File: src/rtl/arb_mux_pkg.sv
// Shared types and helpers for the N-way arbitrated mux.
// Arbitration mode enum and select-width function.
package arb_mux_pkg;

  typedef enum logic {
    ARB_FIXED = 1'b0,
    ARB_RR    = 1'b1
  } arb_mode_e;

  function automatic int sel_width(input int n);
    return (n > 1) ? $clog2(n) : 1;
  endfunction

endpackage

File: src/rtl/rr_arbiter.sv
// One-hot arbiter: fixed priority or round-robin with a wrap pointer.
// Ports: clk, rst_n, req[N], advance -> grant[N], grant_idx[SELW].
module rr_arbiter
  import arb_mux_pkg::*;
#(
  parameter int        N    = 4,
  parameter arb_mode_e MODE = ARB_RR,
  localparam int       SELW = sel_width(N)
) (
  input  logic            clk,
  input  logic            rst_n,
  input  logic [N-1:0]    req,
  input  logic            advance,
  output logic [N-1:0]    grant,
  output logic [SELW-1:0] grant_idx
);

  localparam int CW   = SELW + 1;
  localparam int PADN = 1 << SELW;
  localparam logic [SELW-1:0] LAST = SELW'(N - 1);

  logic [SELW-1:0] r_ptr;
  logic [SELW-1:0] w_base;
  logic [PADN-1:0] w_req_pad;
  logic [CW-1:0]   w_cand;
  logic [SELW-1:0] w_idx;
  logic            w_hit;

  // Fixed priority is a round-robin search that always starts at 0.
  assign w_base    = (MODE == ARB_RR) ? r_ptr : '0;
  assign w_req_pad = PADN'(req);

  // Search base, base+1, ... with an explicit modulo-N wrap so that
  // non-power-of-two N never lands on a nonexistent channel.
  always_comb begin
    w_hit  = 1'b0;
    w_idx  = '0;
    w_cand = '0;
    for (int k = 0; k < N; k++) begin
      w_cand = {1'b0, w_base} + CW'(k);
      if (w_cand >= CW'(N))
        w_cand = w_cand - CW'(N);
      if (!w_hit && w_req_pad[w_cand[SELW-1:0]]) begin
        w_hit = 1'b1;
        w_idx = w_cand[SELW-1:0];
      end
    end
  end

  for (genvar i = 0; i < N; i++) begin : g_oh
    assign grant[i] = w_hit && (w_idx == SELW'(i));
  end

  assign grant_idx = w_idx;

  always_ff @(posedge clk or negedge rst_n) begin
    if (!rst_n) begin
      r_ptr <= '0;
    end else if (advance) begin
      r_ptr <= (w_idx == LAST) ? '0 : w_idx + SELW'(1);
    end
  end

endmodule

File: src/rtl/arb_mux.sv
// N-way valid/ready mux with arbitration and one registered output stage.
// Ports: in_valid/in_data/in_ready per channel; out_valid/out_data/out_sel/out_ready.
module arb_mux
  import arb_mux_pkg::*;
#(
  parameter int        WIDTH = 32,
  parameter int        N     = 4,
  parameter arb_mode_e MODE  = ARB_RR,
  localparam int       SELW  = sel_width(N)
) (
  input  logic             clk,
  input  logic             rst_n,
  input  logic [N-1:0]     in_valid,
  input  logic [WIDTH-1:0] in_data [N],
  output logic [N-1:0]     in_ready,
  output logic             out_valid,
  output logic [WIDTH-1:0] out_data,
  output logic [SELW-1:0]  out_sel,
  input  logic             out_ready
);

  logic             r_valid;
  logic [WIDTH-1:0] r_data;
  logic [SELW-1:0]  r_sel;

  logic             w_load;
  logic             w_any;
  logic [N-1:0]     w_grant;
  logic [SELW-1:0]  w_idx;
  logic [WIDTH-1:0] w_data;

  // Register is free when empty or being drained this very cycle.
  assign w_load = !r_valid || out_ready;
  assign w_any  = |w_grant;

  rr_arbiter #(
    .N    (N),
    .MODE (MODE)
  ) u_arb (
    .clk       (clk),
    .rst_n     (rst_n),
    .req       (in_valid),
    .advance   (w_load && w_any),
    .grant     (w_grant),
    .grant_idx (w_idx)
  );

  always_comb begin
    w_data = '0;
    for (int i = 0; i < N; i++)
      w_data = w_data | (in_data[i] & {WIDTH{w_grant[i]}});
  end

  // rst_n gate keeps producers from seeing an accept during reset.
  assign in_ready = w_grant & {N{w_load & rst_n}};

  always_ff @(posedge clk or negedge rst_n) begin
    if (!rst_n) begin
      r_valid <= 1'b0;
      r_data  <= '0;
      r_sel   <= '0;
    end else if (w_load) begin
      r_valid <= w_any;
      if (w_any) begin
        r_data <= w_data;
        r_sel  <= w_idx;
      end
    end
  end

  assign out_valid = r_valid;
  assign out_data  = r_data;
  assign out_sel   = r_sel;

endmodule
File: config.mk
export PLATFORM = sky130hd
export DESIGN_NAME = arb_mux
export DESIGN_NICKNAME = d
export VERILOG_FILES = /design/src/rtl/arb_mux_pkg.sv /design/src/rtl/rr_arbiter.sv /design/src/rtl/arb_mux.sv
export SDC_FILE = /design/constraint.sdc
export NUM_CORES = 1
export LEC_CHECK = 0
export CELL_PAD_IN_SITES_DETAIL_PLACEMENT = 1
export CELL_PAD_IN_SITES_GLOBAL_PLACEMENT = 2
export CORE_UTILIZATION = 21
export DETAILED_ROUTE_END_ITERATION = 12
export HOLD_SLACK_MARGIN = 0.12
export PLACE_DENSITY_LB_ADDON = 0.3
export SLEW_MARGIN = 20
export SYNTH_ARGS = -nofsm -noshare
export SYNTH_HDL_FRONTEND = slang
export SYNTH_HIERARCHICAL = 1
export SYNTH_SLANG_ARGS = --single-unit
File: constraint.sdc
create_clock -name clk -period 4.4 [get_ports clk]
set_input_delay 0.44 -clock clk [delete_from_list [all_inputs] [get_ports clk]]
set_output_delay 0.44 -clock clk [all_outputs]
set_load 0.02 [all_outputs]
=== Word-level counts from Yosys, hierarchy flattened ===
Cells that the tools add are included.
W data, S select, Z words.

* Register bits after elaboration: 37
* Bits of input ports: 135
* Logic and storage cells: 69

* Add/subtract/negate cells: 8
* Magnitude comparators: 8
* Eq/ne operators: 3
* Multiplexer cells: 21
* Bitwise gates (word level): 9
* Reduce and logical (&&, ||, !) cells: 16

{| class="wikitable"
|+ Operators by type and width
! cell !! count
|-
| $and A32 B32 Y32 || 4
|-
| $or A32 B32 Y32 || 3
|-
| $mux W2 || 9
|-
| $lt A2 B3 Y1 const B || 4
|-
| $ge A3 B3 Y1 const B || 3
|-
| $bmux W1 S2 || 4
|-
| $logic_and A1 B1 Y1 || 8
|-
| $mux W1 || 8
|-
| $sub A2 B1 Y2 const B || 4
|-
| $add A2 B2 Y3 const B || 2
|-
| $and A4 B4 Y4 || 1
|-
| $eq A2 B2 Y1 const B || 2
|-
| $logic_not A1 Y1 || 4
|-
| $reduce_or A4 Y1 || 1
|-
| $add A2 B1 Y3 const B || 1
|-
| $ge A2 B3 Y1 const B || 1
|-
| $add A2 B1 Y2 const B || 1
|-
| $eq A2 B1 Y1 const B || 1
|-
| $logic_not A2 Y1 || 1
|-
| $reduce_and A2 Y1 || 1
|-
| $and A1 B1 Y1 || 1
|-
| $logic_or A1 B1 Y1 || 1
|}

=== Depth between registers and ports, before layout ===
* Depth after elaboration: 20
* Mapped depth: 12

=== Modules after synthesis ===
Netlist, hierarchy kept.

{| class="wikitable"
|+ Modules (own cells, without submodules)
! module !! instances !! cells each !! area each (sq um) !! seq. area each (sq um)
|-
| arb_mux || 1 || 193 || 2147.1 || 875.8
|-
| rr_arbiter || 1 || 33 || 276.5 || 50.0
|}

=== Worst setup path after synthesis ===
No wires, ideal clock.

* Kind: register to register
* From: register u_arb.r_ptr[1]
* To: register u_arb.r_ptr[0]
* Library setup time: 0.124 ns
* Arrival time: 2.506 ns
* Required time: 4.276 ns
* Path slack: 1.770 ns
* Stages on the path, launching flop included: 13
* Path buffers: 2
* Clock period less this slack: 2.630 ns
* Cell sequence: dfrtp_1 -> nor2b_1 -> o21a_1 -> or3_1 -> ha_1 -> nor2b_1 -> buf_2 -> nor4_4 -> a21oi_4 -> buf_6 -> nand2b_1 -> a21oi_1 -> a211o_1

* Word-level cells in the longest chain between the ends: 18

{| class="wikitable"
|+ RTL lines
! item !! line !! source
|-
| start: declaration || rr_arbiter.sv:22 || <nowiki>logic [SELW-1:0] r_ptr;</nowiki>
|-
| start signal: assignment || rr_arbiter.sv:60 || <nowiki>r_ptr <= (w_idx == LAST) ? '0 : w_idx + SELW'(1);</nowiki>
|-
| branches (longest 15 deep; another with $add A2 B1 Y3) || n/a ||
|-
| $logic_and A1 B1 Y1 (*) || rr_arbiter.sv:51 || <nowiki>assign grant[i] = w_hit && (w_idx == SELW'(i));</nowiki>
|-
| net w_grant[0] || arb_mux.sv:28 || <nowiki>logic [N-1:0] w_grant;</nowiki>
|-
| $reduce_or A4 Y1 (*) || arb_mux.sv:34 || <nowiki>assign w_any = |w_grant;</nowiki>
|-
| $logic_and A1 B1 Y1 (*) || arb_mux.sv:43 || <nowiki>.advance (w_load && w_any),</nowiki>
|}

Mark *: on every way through the listed nets, which the timed path passes. The select of a mux whose other input is x is not followed.
A chain may end at the register's enable or synchronous reset.

=== Worst setup path after layout ===
* From: input in_valid[3]
* To: output in_ready[1]

* Word-level cells in the longest chain between the ends: 15

{| class="wikitable"
|+ RTL lines
! item !! line !! source
|-
| start: declaration || arb_mux.sv:13 || <nowiki>input logic [N-1:0] in_valid,</nowiki>
|-
| $bmux W1 S2 || rr_arbiter.sv:43 || <nowiki>if (!w_hit && w_req_pad[w_cand[SELW-1:0]]) begin</nowiki>
|-
| $mux W1 (implied by the code) || rr_arbiter.sv:43 ||
|-
| $mux W1 || rr_arbiter.sv:43 ||
|-
| $logic_not A1 Y1 || rr_arbiter.sv:43 ||
|-
| $logic_and A1 B1 Y1 || rr_arbiter.sv:43 ||
|-
| $mux W1 || rr_arbiter.sv:43 ||
|-
| $logic_not A1 Y1 || rr_arbiter.sv:43 ||
|-
| $logic_and A1 B1 Y1 || rr_arbiter.sv:43 ||
|-
| $mux W1 || rr_arbiter.sv:43 ||
|-
| $logic_not A1 Y1 || rr_arbiter.sv:43 ||
|-
| $logic_and A1 B1 Y1 || rr_arbiter.sv:43 ||
|-
| $mux W2 (*) || rr_arbiter.sv:43 ||
|-
| net w_idx[0] || arb_mux.sv:29 || <nowiki>logic [SELW-1:0] w_idx;</nowiki>
|-
| $eq A2 B1 Y1 (*) || rr_arbiter.sv:51 ||
|-
| $logic_and A1 B1 Y1 (*) || rr_arbiter.sv:51 ||
|-
| net w_grant[1] || arb_mux.sv:28 ||
|-
| $and A4 B4 Y4 (*) || arb_mux.sv:55 || <nowiki>assign in_ready = w_grant & {N{w_load & rst_n}};</nowiki>
|-
| end: declaration || arb_mux.sv:15 || <nowiki>output logic [N-1:0] in_ready,</nowiki>
|}

Mark *: on every way through the listed nets, which the timed path passes. The rest lies on a longest branch. The select of a mux whose other input is x is not followed.

==> results by group <==
Power and ir drop
  – Clock power share: 12.3%
  – Reg power frac: between 20 and 25%
  – P_sw: ~1.1 mW
  – Max IR drop VDD: 324 µV
  – Leakage: around 1.9 nW
  – Switching Share: 39.2%
  – Pwr dens: 633 nW/µm²
  – Internal: between 1.5 and 2 mW
  – Comb pwr share: about two thirds

Synthesis
  – Post-Synth Simple-Gate Area: 10.8%
  – Largest family of logic cells by synthesized area: compound AO/OA/AOI/OAI gates
  – Mux cell area share after synthesis: between 20 and 25%
  – Cells after Synth: about 230
  – Avg Inst Size Synth: between 10 and 15 µm²
  – Ys Warns: 6
  – Synth cell types: 30
  – Mapped cell area: approximately 2400 µm²
  – Compound-Gate Fraction of Synth Area: about a quarter
  – Sequential share of the synthesized area: between 30% and 40%
  – Yosys reg bits: 37
  – Syn nets: ~370
  – Synth Area in XOR/XNOR: 0%
  – Post-Synth Adder-Cell Area: a little over 2%

Worst setup path
  – R2r endpoint: out_data[19]
  – Critical Path Start Type: primary input
  – CP Max Fanout: 12
  – WP data required: 3.96 ns
  – Critical Path AT: 3.25 ns
  – Crit Path Category: primary input to primary output
  – Flop2flop setup slack: ~1.3 ns
  – R2R depth: 10
  – Reg2reg start: u_arb/r_ptr[1]
  – Crit end category: primary output

Clocking
  – Max clock buf depth: 2
  – TritonCTS Sinks: 37
  – PostCTS Resize Cnt: 0
  – Clk_lat worst skew: ~0.28 ns
  – Hold buffer count at cts: 0
  – Root Driver: clkbuf_16
  – CTS clock-pin slew for the worst setup and hold paths: 0.05 ns
  – CTS tree: done
  – H-tree lvl count: 2
  – Total CTS buffers: 5
  – Post-CTS Setup Inserts: 0

Placed design
  – Post-DP Area: 4300 µm²
  – Dpl hpwl: just over 7000 µm
  – I/O Buffers: between 150 and 200
  – GP Congestion: roughly 0.70

Global route
  – Vias in the first global route: 2800
  – Initial antenna violation count: 0
  – GRT Util Overall: 15.9%
  – First-pass GRT wire length: 14400 µm
  – Pin count of the biggest net entering global routing: between 40 and 50
  – Remaining global-route overflow: 0

Outcome
  – Run status: finished, final reports clean

Route
  – Vias: 2503
  – Avg Vias per Cell: approximately 4.7
  – 1st-iter DRT viols: 78
  – Drc violations: 0
  – Routed WL: roughly 9500 µm
  – Pre-Repair DR Iteration Count: 4
  – Antenna-violating nets left: 0
  – Routed WL per cell: around 18 µm

STA
  – Final Max Tran Viols: 0
  – Final Skew: 0.00598 ns
  – Setup TNS: 0 ns
  – Least-Margin Pin Slew: just over 0.9 ns
  – Unrepaired setup endpoints after global routing: no
  – Final hold violation count: 0
  – Minimum clock period: approximately 3.7 ns
  – Fmax: between 200 and 300 MHz
  – Hold Slack: around 0.31 ns
  – Relative slew slack: around 38%
  – # setup viols final: 0
  – Period utilisation layout: 83.9%

Die
  – Initial Util: between 20 and 25%
  – Die width: roughly 110 µm
  – Core area: around 11000 µm²
  – Die Height: roughly 110 µm
  – Rows: 38
  – Die area: ~12000 µm²
  – I/O pin total: 174

Final layout
  – Layout cell share with drive strength beyond 1: 14.4%
  – Multi-input logic area: about 1400 µm²
  – Final core occ: roughly 40%
  – FF+latch area: ~930 µm²
  – Area Growth Syn to Fin: 83.0%
  – Fillers: between 1000 and 1500
  – Final #Nets: 535
  – Post-route cell area: roughly 4400 µm²
  – Antenna cells: 0

Run
  – Max-cap violations: 0

Hold path
  – Hold WC Path Type: primary input to async pin
## power groups by stage
stage               Combinational, mW  Sequential (mW)  Clock (mW)
global placement                 1.84            0.621           0
finish                           1.83            0.627       0.346
global route                     1.98            0.653       0.373
CTS                              1.87            0.629       0.358
floorplan                       0.974            0.814           0
detailed placement               1.86            0.629           0
## cells in the mapped netlist
cell       n  area share [%]
mux2_4    29              18
a22oi_1   64              20
buf_6      4             1.9
nor2_1     3            0.46
a21o_2     1            0.36
nor4_1     1            0.26
dfrtp_1   37              38
buf_1      7             1.1
or3_1      1            0.26
clkbuf_1   5            0.77
nor4_4     1            0.88
and2b_1    3            0.93
a221o_1    1            0.41
nand2b_1   2            0.52
ha_1       4             2.1
buf_2      3            0.62
o21ai_0    1            0.21
a211o_1    1            0.36
inv_1      2            0.31
a21oi_1    3            0.62
nor2b_1    2            0.52
a221oi_1   1            0.36
nand3b_1   1            0.31
nor3_1     1            0.21
a21bo_2    1            0.41
o21a_1     1            0.31
nand2_1   35             5.4
mux2_2     6             2.8
a21oi_4    1            0.67
and3_1     4             1.0
## registers in the layout (all words and copies together), names as in the netlist
signal and flops:
out_data 32, out_sel 2, u_arb/r_ptr 2, out_valid 1
## critical path, stage by stage
cell,delay [ns]
clkdlybuf4s50_1,0.58
nor2b_1,0.10
o21a_1,0.19
nor3_1,0.37
ha_1,0.21
and2b_1,0.49
and3_1,0.25
clkdlybuf4s50_1,0.61
## cell type report
type,count,area share [%]
Clock inverter,2,0.226
Multi-Input combinational cell,168,31.4
Inverter,2,0.169
Clock buffer,6,2.91
Tap cell,140,3.95
Timing Repair Buffer,182,40.5
Sequential cell,37,20.9
## placed cells by master, fill, tap and decap left out, drive strengths merged, types with 4 or more instances in the layout
cell           instances
a21oi                  4
a22oi                 64
and3                   4
buf                   10
clkbuf                 6
clkdlybuf4s50        172
dfrtp                 37
ha                     4
mux2                  35
nand2                 35
## cells by family (layout without fill, tap and decap cells)
family | after synthesis | after routing
compound gates | 75 | 75
simple gates | 54 | 54
flops | 37 | 37
mux | 35 | 35
buf+inv | 21 | 192
fa+ha+maj | 4 | 4
## stage by stage
step | cells | total power, mW | setup WS, ns
3_3_place_gp | 529 | 2.46 | 0.788
2_1_floorplan | 226 | 1.79 | 1.77
5_1_grt | 537 | 3.00 | 0.569
3_5_place_dp | 529 | 2.49 | 0.702
6_report | 537 | 2.81 | 0.708
4_1_cts | 537 | 2.85 | 0.699
## worst max path at each step
stage	from	to	slack (ns)	depth (start not counted)
2_1_floorplan	u_arb/r_ptr[1]	u_arb/r_ptr[0]	1.77	12
3_3_place_gp	in_valid[3]	in_ready[1]	0.79	8
3_5_place_dp	in_valid[3]	in_ready[1]	0.70	8
4_1_cts	in_valid[3]	in_ready[1]	0.70	8
5_1_grt	in_valid[3]	in_ready[1]	0.57	8
6_report	in_valid[3]	in_ready[1]	0.71	8
## per-layer routing
layer	routed length [µm]	up-vias	track usage, %
met3	771	4	4.45
met1	3740	1214	17.3
met2	4900	95	30.6
li1	-	1190	-
met4	72	0	3.24
met5	0	-	0
Note: power is estimated with default switching activity, not from simulation.
